[src/rtl/mtimer_irq.sv]
`default_nettype none
// ============================================================================
// Module   : mtimer_irq
// Purpose  : Memory-mapped mtime/mtimecmp timer with a held-until-taken IRQ.
// Revision : 1.0
// ============================================================================
module mtimer_irq #(
    parameter int unsigned PRESCALE = 1
) (
    input  logic        clk,
    input  logic        rst,
    input  logic [31:0] addr,
    input  logic [31:0] wdata,
    input  logic        wr_en,
    input  logic        rd_en,
    output logic [31:0] rdata,
    input  logic        irq_ack,
    input  logic        is_mret,
    output logic        timer_irq
);

    localparam logic [31:0] C_ADDR_CMP_LO = 32'h0200_4000;
    localparam logic [31:0] C_ADDR_CMP_HI = 32'h0200_4004;
    localparam logic [31:0] C_ADDR_MT_LO  = 32'h0200_BFF8;
    localparam logic [31:0] C_ADDR_MT_HI  = 32'h0200_BFFC;
    localparam logic [31:0] C_ADDR_STATUS = 32'h0200_0000;
    localparam logic [15:0] C_PCNT_MAX    = 16'(PRESCALE - 1);

    typedef enum logic [1:0] {
        ST_IDLE = 2'd0,
        ST_PEND = 2'd1,
        ST_SERV = 2'd2
    } state_t;

    state_t      state_q, state_d;
    logic [63:0] mtime_q, mtime_d;
    logic [63:0] mtimecmp_q, mtimecmp_d;
    logic [15:0] pcnt_q, pcnt_d;
    logic        timer_irq_q, timer_irq_d;

    logic w_tick;
    logic w_match;
    logic w_wr_mt_lo, w_wr_mt_hi, w_wr_cmp_lo, w_wr_cmp_hi;

    assign w_tick      = (pcnt_q == C_PCNT_MAX);
    assign w_match     = (mtime_q >= mtimecmp_q);
    assign w_wr_mt_lo  = wr_en && (addr == C_ADDR_MT_LO);
    assign w_wr_mt_hi  = wr_en && (addr == C_ADDR_MT_HI);
    assign w_wr_cmp_lo = wr_en && (addr == C_ADDR_CMP_LO);
    assign w_wr_cmp_hi = wr_en && (addr == C_ADDR_CMP_HI);

    // Prescaler and counter; a software write to mtime wins over that cycle's increment.
    always_comb begin
        pcnt_d     = w_tick ? 16'd0 : pcnt_q + 16'd1;
        mtime_d    = mtime_q;
        mtimecmp_d = mtimecmp_q;
        if (w_wr_mt_lo) begin
            mtime_d = {mtime_q[63:32], wdata};
        end else if (w_wr_mt_hi) begin
            mtime_d = {wdata, mtime_q[31:0]};
        end else if (w_tick) begin
            mtime_d = mtime_q + 64'd1;
        end
        if (w_wr_cmp_lo) begin
            mtimecmp_d = {mtimecmp_q[63:32], wdata};
        end else if (w_wr_cmp_hi) begin
            mtimecmp_d = {wdata, mtimecmp_q[31:0]};
        end
    end

    // Transitions look only at pre-write register values via w_match.
    always_comb begin
        state_d = state_q;
        case (state_q)
            ST_IDLE: if (w_match) state_d = ST_PEND;
            ST_PEND: begin
                if (irq_ack)       state_d = ST_SERV;
                else if (!w_match) state_d = ST_IDLE;
            end
            ST_SERV: if (is_mret) state_d = ST_IDLE;
            default: state_d = ST_IDLE;
        endcase
        timer_irq_d = (state_d == ST_PEND);
    end

    always_ff @(posedge clk or negedge rst) begin
        if (!rst) begin
            state_q     <= ST_IDLE;
            mtime_q     <= 64'd0;
            mtimecmp_q  <= 64'hFFFF_FFFF_FFFF_FFFF;
            pcnt_q      <= 16'd0;
            timer_irq_q <= 1'b0;
        end else begin
            state_q     <= state_d;
            mtime_q     <= mtime_d;
            mtimecmp_q  <= mtimecmp_d;
            pcnt_q      <= pcnt_d;
            timer_irq_q <= timer_irq_d;
        end
    end

    assign timer_irq = timer_irq_q;

    always_comb begin
        rdata = 32'd0;
        if (rd_en) begin
            case (addr)
                C_ADDR_CMP_LO: rdata = mtimecmp_q[31:0];
                C_ADDR_CMP_HI: rdata = mtimecmp_q[63:32];
                C_ADDR_MT_LO:  rdata = mtime_q[31:0];
                C_ADDR_MT_HI:  rdata = mtime_q[63:32];
                C_ADDR_STATUS: rdata = {30'd0, state_q};
                default:       rdata = 32'd0;
            endcase
        end
    end

endmodule
`default_nettype wire

[config.mk]
export PLATFORM = sky130hd
export DESIGN_NAME = mtimer_irq
export DESIGN_NICKNAME = d
export VERILOG_FILES = /design/src/rtl/mtimer_irq.sv
export SDC_FILE = /design/constraint.sdc
export NUM_CORES = 1
export LEC_CHECK = 0
export ABC_CLOCK_PERIOD_IN_PS = 3100
export BUFFER_PORTS_ARGS = -buffer_cell sky130_fd_sc_hd__buf_4
export CAP_MARGIN = 20
export CORE_MARGIN = 4
export CORE_UTILIZATION = 60
export DETAILED_ROUTE_END_ITERATION = 6
export GPL_ROUTABILITY_DRIVEN = 0
export GPL_TIMING_DRIVEN = 0
export PLACE_DENSITY = 0.87
export SLEW_MARGIN = 20
export SYNTH_ARGS = -nofsm -noshare
export SYNTH_HDL_FRONTEND = slang
export SYNTH_SLANG_ARGS = --single-unit
[constraint.sdc]
create_clock -name clk -period 3.1 [get_ports clk]
set_clock_uncertainty 0.1 [all_clocks]
set_input_delay 0.465 -clock clk [delete_from_list [all_inputs] [get_ports clk]]
set_output_delay 0.465 -clock clk [all_outputs]
set_load 0.02 [all_outputs]
==> results.tsv <==
stage	metric	value	unit
power	Pint	3.372	mW
synth	count leader, synth	nand2_1	
setup_path	Crit Path Category	input pin to output pin	
global_route	gr usage total	35.23	%
synth	top cells by area, synth	dfrtp_1, dfstp_2, ha_1, nand2_1, o21ai_0	
clocking	root buffer cell	clkbuf_16	
hold_path	min-delay worst type	input pin to register	
clocking	worst skew pair latency	440	ps
synth	Synth Cell Area	10010	um^2
drt	initial DRC count	1576	
clocking	Reg clk slew, reported paths	70	ps
synth	Yosys reg bits	147	
synth	Seq/Total Area, Yosys	37.56	%
timing	fin crit period	3115	ps
timing	FMAX	321.0	MHz
layout	Final Util	73.90	%
synth	Unique masters post-synth	64	
layout	post-route design area	11910	um^2
synth	Post-synth EDFFs	0	
clocking	Num CTS Buffers	17	
timing	Final Hold Fails	0	
clocking	H-tree levels	4	
synth	post-synthesis mux area share	7.489	%
setup_path	Worst setup SP type	input pin	
floorplanning	# IOs	103	
floorplanning	total core area	16120	um^2
power	clock network power share	51.0	%
timing	Slew @ Worst Pin	1032	ps
power	VDD IR-drop max	0.4071	mV
layout	Final #Nets	1395	
synth	Synthesis Warnings	0	
floorplanning	chip height	137.1	um
synth	main combinational cell family by area after synthesis	simple AND/OR/NAND/NOR gates	
drt	Final ANT Viol Nets	0	
global_route	initial antenna violation count	0	
place	Placed Area	11070	um^2
setup_path	WP data required	2530	ps
synth	Mean Syn Cell Area	8.832	um^2
drt	DRC	7	
synth	post-synth top area share	20.76	%
drt	via-per-instance ratio	6.821	
timing	Slew Limit Fails	0	
place	Setup WS pre-CTS	-1002	ps
global_route	grt ovf	0	
synth	simple-gate portion of the synthesized area	19.28	%
power	switching part of the total	22.14	%
floorplanning	Die W	137.1	um
setup_path	Worst Path Max Fanout	10	
global_route	global-route wire length before repair	51380	um
drt	Final Routed Wirelength	33170	um
power	static leakage	5.273	nW
setup_path	Crit path arrival time	2550	ps
place	IO buf count	101	
clocking	clock buffer depth	2	
synth	Mapped Nets	1270	
timing	period utilization	100.5	%
global_route	largest net degree at the start of global routing	99	
synth	compound-cell area share of the yosys netlist	17.82	%
run_status	failing checks	design-rule violations, negative setup slack	
setup_path	CP endpoint kind	output pin	
global_route	vias in the first global route	9936	
synth	post-synthesis adder-cell area fraction	8.377	%
floorplanning	# rows	46	
run_status	status	finished with violations	
drt	Vias	10140	
place	Post-DP HPWL	23710	um
timing	final setup vio count	1	
drt	DRT Pass-1 Iters	7	
synth	largest area contributor in the netlist	dfrtp_1	
power	Comb power frac	4.6	%
job	Max Cap Viol	0	
layout	Area Growth Syn to Fin	19.00	%
clocking	CTS Sinks	147	
synth	ys async rst share	100.0	%
synth	commonest cells in the netlist	nand2_1, o21ai_0, dfrtp_1, inv_1, nor2_1	
floorplanning	die footprint	18810	um^2
synth	Synth Flop Type	dfrtp_1	
synth	Synth Area in XOR/XNOR	3.851	%
power	sw power	0.9589	mW
layout	Antenna Cells	0	
synth	Mapped Cells	1133	
drt	Routed wire per std cell	22.31	um
floorplanning	initial core utilization	62.10	%
timing	worst setup margin	-15.30	ps
layout	share of layout cells above drive strength 1	23.05	%
timing	Slew headroom	30.44	%
power	PwrDens	363.7	nW/um^2
power	Pwr Total	4.331	mW
power	register share of total power	44.4	%
clocking	CTS tree	done	
[cells by family (layout without fill, tap and decap cells)]
kind of cell               Yosys count  in the layout
AOI/OAI and AO/OA                  272            272
buffers and inverters              145            283
adders and majority gates           67             67
xor gates and xnor gates            44             44
muxes                               67             67
DFF                                147            147
and+or+nand+nor                    391            391
[critical path, cell delays in order]
cell and delay, ps:
buf_4 90, nand4_1 140, or4_1 660, nor3_4 340, buf_2 340, a222oi_1 160
nor2_1 170, buf_4 180
[metrics by stage]
step / instances / setup TNS (ps) / hold slack (ps)
after detailed placement: 1451 / -70440 / 290.2
after global placement: 1450 / -59110 / 364.6
final: 1487 / -15.30 / 166.8
after floorplan: 1133 / 0 / 69.41
after CTS: 1487 / -18.76 / 163.5
after global routing: 1487 / -314.4 / 176.8
[timing repair]
| action | in CTS | in global routing |
|---|---|---|
| pin swaps | 3 | 2 |
| hold buffers | 1 | 0 |
| endpoints found under the setup margin | 76 | 59 |
| buffers inserted | 4 | 1 |
| endpoints found under the hold margin | 27 | 0 |
| resized for setup | 36 | 27 |
[power groups by stage]
stage / Combinational [mW] / Clock [mW] / Sequential, mW
floorplan: 0.0321 / 0 / 1.96
global placement: 0.173 / 0 / 1.95
detailed placement: 0.182 / 0 / 1.95
CTS: 0.190 / 2.21 / 1.92
global route: 0.210 / 2.30 / 1.92
finish: 0.198 / 2.21 / 1.92
[cell type report]
type                            instances  area, um^2
Buffer                                 63       317.8
Clock buffer                           19       442.9
Clock inverter                         13       183.9
Fill cell                            1172        4207
Inverter                               80       300.3
Multi-Input combinational cell        841        5794
Sequential cell                       147        3759
Tap cell                              216       270.3
Timing Repair Buffer                  108       840.8
[sequential cells by signal, indices dropped and copies added (netlist names)]
name        count
timer_irq       1
state_q         2
mtime_q        64
mtimecmp_q     64
pcnt_q         16
[final timing paths]
kind                            slack [ps]  depth (start not counted)              to  startpoint
worst max-delay path                   -20                          8       rdata[30]     addr[7]
worst min-delay path                   170                          3     mtime_q[27]   wdata[27]
worst max register to register          40                          6     mtime_q[58]  pcnt_q[11]
worst min register to register         380                          1      pcnt_q[15]  pcnt_q[15]
max in group asynchronous             1630                          3  mtimecmp_q[44]         rst
min in group asynchronous              420                          2       pcnt_q[8]         rst
[placed cells by master (no fill, tap or decap), types with 10 or more instances in the layout]
| cell | synthesis | routed |
|---|---|---|
| nand2_1 | 135 | 135 |
| buf_4 | 0 | 107 |
| o21ai_0 | 93 | 93 |
| dfrtp_1 | 83 | 83 |
| inv_1 | 80 | 80 |
| nor2_1 | 74 | 74 |
| ha_1 | 67 | 67 |
| dfstp_2 | 64 | 64 |
| a21oi_1 | 50 | 50 |
| mux2_2 | 35 | 35 |
| xnor2_1 | 35 | 35 |
| nand3_1 | 34 | 34 |
| nand4_1 | 33 | 33 |
| a222oi_1 | 32 | 32 |
| clkbuf_1 | 50 | 28 |
| nor4_1 | 32 | 28 |
| mux2_1 | 28 | 28 |
| nor3_1 | 26 | 25 |
| buf_2 | 15 | 19 |
| clkbuf_16 | 0 | 17 |
| a21o_1 | 16 | 16 |
| and3_1 | 14 | 14 |
| clkbuf_2 | 0 | 10 |
[routing by layer]
| layer | track usage, % | vias up | wire, um | part of all wire (%) |
|---|---|---|---|---|
| met5 | 0 | - | 0 | 0 |
| met4 | 20.07 | 0 | 1910 | 5.8 |
| met3 | 9.265 | 175 | 4380 | 13 |
| met2 | 54.63 | 830 | 14800 | 45 |
| met1 | 44.61 | 4727 | 12080 | 36 |
| li1 | - | 4411 | - | - |
(Power assumes the default switching activity.)
